[src/rtl/vga_sram_pixel_writer_pkg.sv]
// vga_sram_pixel_writer_pkg: shared VGA framebuffer geometry defaults and AXI response codes
//   H_VISIBLE_DEF / V_VISIBLE_DEF : framebuffer columns / rows
//   AXI_RESP_OKAY                 : the only bresp value treated as success
package vga_sram_pixel_writer_pkg;
    localparam int H_VISIBLE_DEF = 640;
    localparam int V_VISIBLE_DEF = 480;
    localparam logic [1:0] AXI_RESP_OKAY = 2'b00;
endpackage

[src/rtl/vga_sram_pixel_writer.sv]
// vga_sram_pixel_writer: writes single {x,y,color} pixels into a framebuffer over AXI-Lite
//   clk, reset                          : clock, synchronous active-high reset
//   pixel_valid/ready, x, y, color      : pixel input handshake, 12-bit {r,g,b} colour
//   axi_aw* / axi_w* / axi_b*           : AXI-Lite write channels, one write outstanding at most
//   oob_drop                            : one-cycle pulse when an out-of-bounds pixel is consumed
//   write_err                           : sticky flag, set by any non-OKAY write response
module vga_sram_pixel_writer
    import vga_sram_pixel_writer_pkg::*;
#(
    parameter int AXI_ADDR_WIDTH = 20,
    parameter int AXI_DATA_WIDTH = 16,
    parameter int H_VISIBLE      = H_VISIBLE_DEF,
    parameter int V_VISIBLE      = V_VISIBLE_DEF
) (
    input  logic                        clk,
    input  logic                        reset,
    input  logic                        pixel_valid,
    output logic                        pixel_ready,
    input  logic [9:0]                  pixel_x,
    input  logic [9:0]                  pixel_y,
    input  logic [11:0]                 pixel_color,
    output logic [AXI_ADDR_WIDTH-1:0]   axi_awaddr,
    output logic                        axi_awvalid,
    input  logic                        axi_awready,
    output logic [AXI_DATA_WIDTH-1:0]   axi_wdata,
    output logic [AXI_DATA_WIDTH/8-1:0] axi_wstrb,
    output logic                        axi_wvalid,
    input  logic                        axi_wready,
    input  logic [1:0]                  axi_bresp,
    input  logic                        axi_bvalid,
    output logic                        axi_bready,
    output logic                        oob_drop,
    output logic                        write_err
);
    typedef enum logic [1:0] {IDLE, WRITE, RESP} state_e;

    state_e                      state_q, state_d;
    logic                        awvalid_q, awvalid_d;
    logic                        wvalid_q, wvalid_d;
    logic                        oob_q, oob_d;
    logic                        err_q, err_d;
    logic [AXI_ADDR_WIDTH-1:0]   addr_q, addr_d;
    logic [AXI_DATA_WIDTH-1:0]   data_q, data_d;
    logic                        accept, oob, start, b_hs;

    assign accept = pixel_valid & pixel_ready;
    assign oob    = (32'(pixel_x) >= H_VISIBLE) || (32'(pixel_y) >= V_VISIBLE);
    assign start  = accept & ~oob;
    assign b_hs   = axi_bvalid & axi_bready;

    always_ff @(posedge clk) begin
        if (reset) begin
            state_q   <= IDLE;
            awvalid_q <= 1'b0;
            wvalid_q  <= 1'b0;
            oob_q     <= 1'b0;
            err_q     <= 1'b0;
        end else begin
            state_q   <= state_d;
            awvalid_q <= awvalid_d;
            wvalid_q  <= wvalid_d;
            oob_q     <= oob_d;
            err_q     <= err_d;
        end
    end

    // Address/data need no reset: they are only observed while a valid is high.
    always_ff @(posedge clk) begin
        addr_q <= addr_d;
        data_q <= data_d;
    end

    // WRITE ends once both valids have dropped, i.e. both handshakes are done.
    always_comb begin
        state_d = state_q;
        unique case (state_q)
            IDLE:    state_d = start ? WRITE : IDLE;
            WRITE:   state_d = (!awvalid_q && !wvalid_q) ? RESP : WRITE;
            RESP:    state_d = b_hs ? IDLE : RESP;
            default: state_d = IDLE;
        endcase
        awvalid_d = start | (awvalid_q & ~axi_awready);
        wvalid_d  = start | (wvalid_q & ~axi_wready);
        addr_d    = start ? AXI_ADDR_WIDTH'(32'(pixel_y) * 32'(H_VISIBLE) + 32'(pixel_x)) : addr_q;
        data_d    = start ? AXI_DATA_WIDTH'({pixel_color, 4'b0000}) : data_q;
        oob_d     = accept & oob;
        err_d     = err_q | (b_hs & (axi_bresp != AXI_RESP_OKAY));
    end

    always_comb begin
        pixel_ready = (state_q == IDLE) & ~reset;
        axi_bready  = (state_q == RESP) & ~reset;
        axi_awvalid = awvalid_q & ~reset;
        axi_wvalid  = wvalid_q & ~reset;
        oob_drop    = oob_q & ~reset;
        write_err   = err_q & ~reset;
        axi_awaddr  = addr_q;
        axi_wdata   = data_q;
        axi_wstrb   = '1;
    end
endmodule

[config.mk]
export PLATFORM = sky130hd
export DESIGN_NAME = vga_sram_pixel_writer
export DESIGN_NICKNAME = d
export VERILOG_FILES = /design/src/rtl/vga_sram_pixel_writer_pkg.sv /design/src/rtl/vga_sram_pixel_writer.sv
export SDC_FILE = /design/constraint.sdc
export NUM_CORES = 1
export LEC_CHECK = 0
export ABC_CLOCK_PERIOD_IN_PS = 8500
export BUFFER_PORTS_ARGS = -buffer_cell sky130_fd_sc_hd__buf_4
export CORE_MARGIN = 5
export CORE_UTILIZATION = 45
export DETAILED_ROUTE_END_ITERATION = 10
export PLACE_DENSITY = 0.75
export SLEW_MARGIN = 20
export SYNTH_ARGS = -nofsm -noshare
export SYNTH_HDL_FRONTEND = slang
export SYNTH_SLANG_ARGS = --single-unit
[constraint.sdc]
create_clock -name clk -period 8.5 [get_ports clk]
set_input_delay 1.7 -clock clk [delete_from_list [all_inputs] [get_ports clk]]
set_output_delay 1.7 -clock clk [all_outputs]
set_load 0.02 [all_outputs]
Word level (Yosys, flattened, before mapping)
Index checks and enable logic that the tools add are counted.

Register bits after elaboration: 38. Latch bits: 0. RAM bits: 0. ROM bits: 0. Bits of input ports: 40. Output and inout port bits: 44. Word-level logic and storage cells: 43. Memories: 0.

$add $sub $neg: 1. $mul: 1. Div/mod/pow operators: 0. $lt $le $gt $ge: 2. Eq/ne operators: 2. Shift-type cells: 0. Mux-type cells: 4. Bitwise gates (word level): 20. Reduce and logical (&&, ||, !) cells: 6.

Operators with widths (count): 20-bit by 10-bit adder with 20-bit output (1); 1-bit bitwise AND (13); 10-bit by 3-bit multiplier with 13-bit output, second input constant (1); 10-bit >= comparator, second input constant (1); 10-bit by 9-bit >= comparator with 1-bit output, second input constant (1); 2-bit case mux with 3 select lines (1); 2-bit two-way mux (2); 1-bit inverter (4); 1-bit bitwise OR (3); 2-bit by 1-bit equality test with 1-bit output, second input constant (1); 2-bit equality test, second input constant (1); 1-bit zero test (2); 2-bit zero test (1); 2-bit nonzero test (1); 1-bit logical AND (1); 1-bit logical OR (1); 1-bit two-way mux (1).

Logic depth before layout (Yosys ltp)
Depth in word-level cells: 6. Gate-level depth with buffers: 8.

Worst setup path after synthesis
Ideal clock, no wire load.

Kind: input-to-reg. From: input pixel_y[1]. To: register addr_q[18], in the netlist axi_awaddr[18] (data pin). Setup time: 0.266 ns. Data arrival time: 3.707 ns. Slack: 4.527 ns. Cell stages on the path: 8. Cell sequence: ha_1 -> ha_1 -> fa_1 -> a211oi_2 -> nor2_1 -> o311ai_2 -> o2111ai_1 -> xor2_1.

Longest elaborated chain between the ends: 2.

RTL lines: start, declared (RTL line vga_sram_pixel_writer.sv:20) `input logic [9:0] pixel_y,`; 10-bit by 3-bit multiplier with 13-bit output (RTL line vga_sram_pixel_writer.sv:84) `addr_d = start ? AXI_ADDR_WIDTH'(32'(pixel_y) * 32'(H_VISIBLE) + 32'(pixel_x)) : addr_q;`; 20-bit by 10-bit adder with 20-bit output (RTL line vga_sram_pixel_writer.sv:84); end signal, assigned (RTL line vga_sram_pixel_writer.sv:69) `addr_q <= addr_d;`; end, declared (RTL line vga_sram_pixel_writer.sv:42) `logic [AXI_ADDR_WIDTH-1:0] addr_q, addr_d;`.

Every way passes these cells. A chain may end at the register's enable or synchronous reset.

Worst setup path after layout
From: input reset. To: output pixel_ready.

Longest elaborated chain between the ends: 2.

RTL lines: start, declared (RTL line vga_sram_pixel_writer.sv:16) `input logic reset,`; 1-bit inverter (RTL line vga_sram_pixel_writer.sv:91) `pixel_ready = (state_q == IDLE) & ~reset;`; 1-bit bitwise AND (RTL line vga_sram_pixel_writer.sv:91); end, declared (RTL line vga_sram_pixel_writer.sv:18) `output logic pixel_ready,`.

Every way passes these cells.

==> flow_summary.yaml <==
sta:
  max_freq_mhz: 247
  setup_viol: 0
  clock_skew_ps: 4.25
  tightest_slew_ps: 650
  period_share: 0.477
  max-slew-margin-rel: 0.566
  hold_viol_final: 0
  maxSlewViolCount: 0
  period_minus_slack_ps: 4050
  rsz0062_at_grt: "false"
  setup-tns-final_ps: 0
run_status:
  status: "finished, final reports clean"
detailed_routing:
  drtIter0Drc: 37
  drtPass1Iterations: 4
  met2_length_um: 2000
  highest_layer: "met4"
  remaining_drc_errors: 0
  vias_per_cell: 5.03
  vias: 1524
  drt_wl_total_um: 4150
  ant_nets: 0
  wire_per_inst_um: 13.7
  wl_met3_um: 293
  wl_met1_um: 1820
worst_setup_path:
  cp_num_buf_inv: 2
  crit_chain: "buf_4, nor3_1, buf_4"
  start_kind: "input pin"
  reg2reg_slack_ps: 6650
  crit_type: "in2out"
  critPathArrivalTime_ps: 2350
  crit_required_ps: 6800
  path_common_cell: "buf_4"
  worstSetupEndpointType: "output port"
  slowest_stage: "nor3_1"
  path_max_fanout: 8
  cp_top_family: "buffers and inverters"
  slowest_delay_ps: 300
power:
  ir_worst_vdd_uv: 74.6
  p_leak_nw: 1.21
  powerDensity_mw_per_mm2: 158
  p_total_w: 0.000437
cells_and_area:
  layout-drive-gt1-share: 0.386
  nFillCells: 375
  nets: 311
  postLayoutCoreUtil: 0.628
  area_growth_pct: 33.5
  diodes: 0
  mostFrequentLayoutCells: "buf_4, edfxtp_1, ha_1, nor2_1, inv_1"
  final_common_cell: "buf_4"
  fin_cells: 303
global_route:
  grt_max_degree: 33
  antenna_found_initial: 0
  first_global_vias: 1461
  grt_use_total: 0.130
  grt_overflow_total: 0
  grt_pass1_wl_um: 6430
synthesis:
  synthTopCellsByArea: "edfxtp_1, ha_1, dfxtp_1"
  seq_area_frac_synth: 0.521
  mappedNetlistArea_mm2: 0.00207
  yosysTopAreaCell: "edfxtp_1"
  synthDistinctLibCells: 42
  syn_inst: 168
  synth-warning-count: 0
  syn_area_per_cell_um2: 12.3
  ys_ff_latch: 38
  synth_top_area_share: 0.463
floorplanning:
  die_h_um: 77.9
  start_util: 0.470
  coreArea_mm2: 0.00441
  die_w_um: 77.9
  fp-row-count: 24
  ios: 84
  fp.dieArea_mm2: 0.00607
placed_design:
  dp_hpwl_um: 3410
  portBuffers: 77
  gp_congestion: 0.797
  dp.cells: 295
cts:
  clockBufferDepth: 2
  htreeDepth: 2
  cts_setup_buffers: 0
  cts_sinks: 38
  cts_made_buffers: 5
  worstSkewPairLatency_ps: 280
  clk_pin_slew_ps: 70
  clockRootBuffer: "clkbuf_8"
  ctsHoldBuffers: 0
  cts_resized: 0
  tritoncts: "yes"
worst_hold_path:
  min_path_type: "reg2reg"
run:
  max_cap_viol_count: 0
==> worst min-delay path, cell delays in order (launching register included) <==
cell	delay, ps
dfxtp_1	320
nand2b_1	90
o21ai_0	70
==> metrics by stage <==
stage / hold slack [ps] / setup WS, ps / instance area, um2
floorplan: 482 / 4530 / 2090
global placement: 516 / 4300 / 2690
detailed placement: 509 / 4230 / 2690
CTS: 521 / 4430 / 2770
global route: 557 / 4360 / 2770
finish: 519 / 4450 / 2770
==> report_power, final <==
part	internal [W]	leakage [nW]	switching, W
sequential	0.000211	0.341	0.00000167
clock	0.0000567	0.0450	0.0000551
combinational	0.0000511	0.827	0.0000607
==> final cells by class <==
cell class / count / area (um2) / area share
clock inverter: 2 / 10.0 / 0.00361
sequential: 38 / 1080 / 0.390
timing repair buffer: 77 / 578 / 0.209
multi-input combinational: 116 / 918 / 0.332
tap: 52 / 65.1 / 0.0235
clock buffer: 6 / 72.6 / 0.0262
inverter: 12 / 45.0 / 0.0163
==> state kept, by name, summed over array words and instances, names as in the netlist <==
register    count
oob_q           1
axi_awaddr     20
awvalid_q       1
state_q         2
err_q           1
axi_wdata      12
wvalid_q        1
==> layer usage <==
metal	up-vias	track usage
met5	-	0
met4	0	0.0490
met2	53	0.227
met3	2	0.0278
li1	779	-
met1	690	0.156
==> cell families (layout without fill, tap and decap cells) <==
family,count (synthesis),count (layout),share of synthesized area
other,2,6,0.00362
and+or+nand+nor,40,40,0.112
buffers and inverters,18,97,0.0434
xor gates and xnor gates,12,12,0.0543
AOI/OAI and AO/OA,37,37,0.131
DFF,38,38,0.521
adders and majority gates,21,21,0.134
==> synthesized netlist by cell type, drive strengths merged <==
cell type	n
edfxtp	32
ha	19
inv	12
nor2	12
o21ai	9
xnor2	9
a21oi	6
buf	6
dfxtp	6
nand2	5
a211oi	4
nand2b	4
nor2b	4
nor3	3
nor3b	3
xor2	3
a21o	2
a221oi	2
a31oi	2
conb	2
fa	2
nand3	2
nand4	2
nor4b	2
o2111ai	2
o221ai	2
or2	2
a211o	1
a41oi	1
and3	1
o211ai	1
o21a	1
o21ba	1
o22ai	1
o311ai	1
o32ai	1
==> path summary, 6_finish.rpt <==
| path | startpoint | depth (start not counted) | to |
|---|---|---|---|
| worst min-delay path | awvalid_q | 2 | awvalid_q |
| worst max-delay path | reset | 3 | pixel_ready |
| worst min register to register | awvalid_q | 2 | awvalid_q |
| worst max register to register | state_q[1] | 3 | axi_awaddr[7] |
Power figures use the tool's default switching activity.
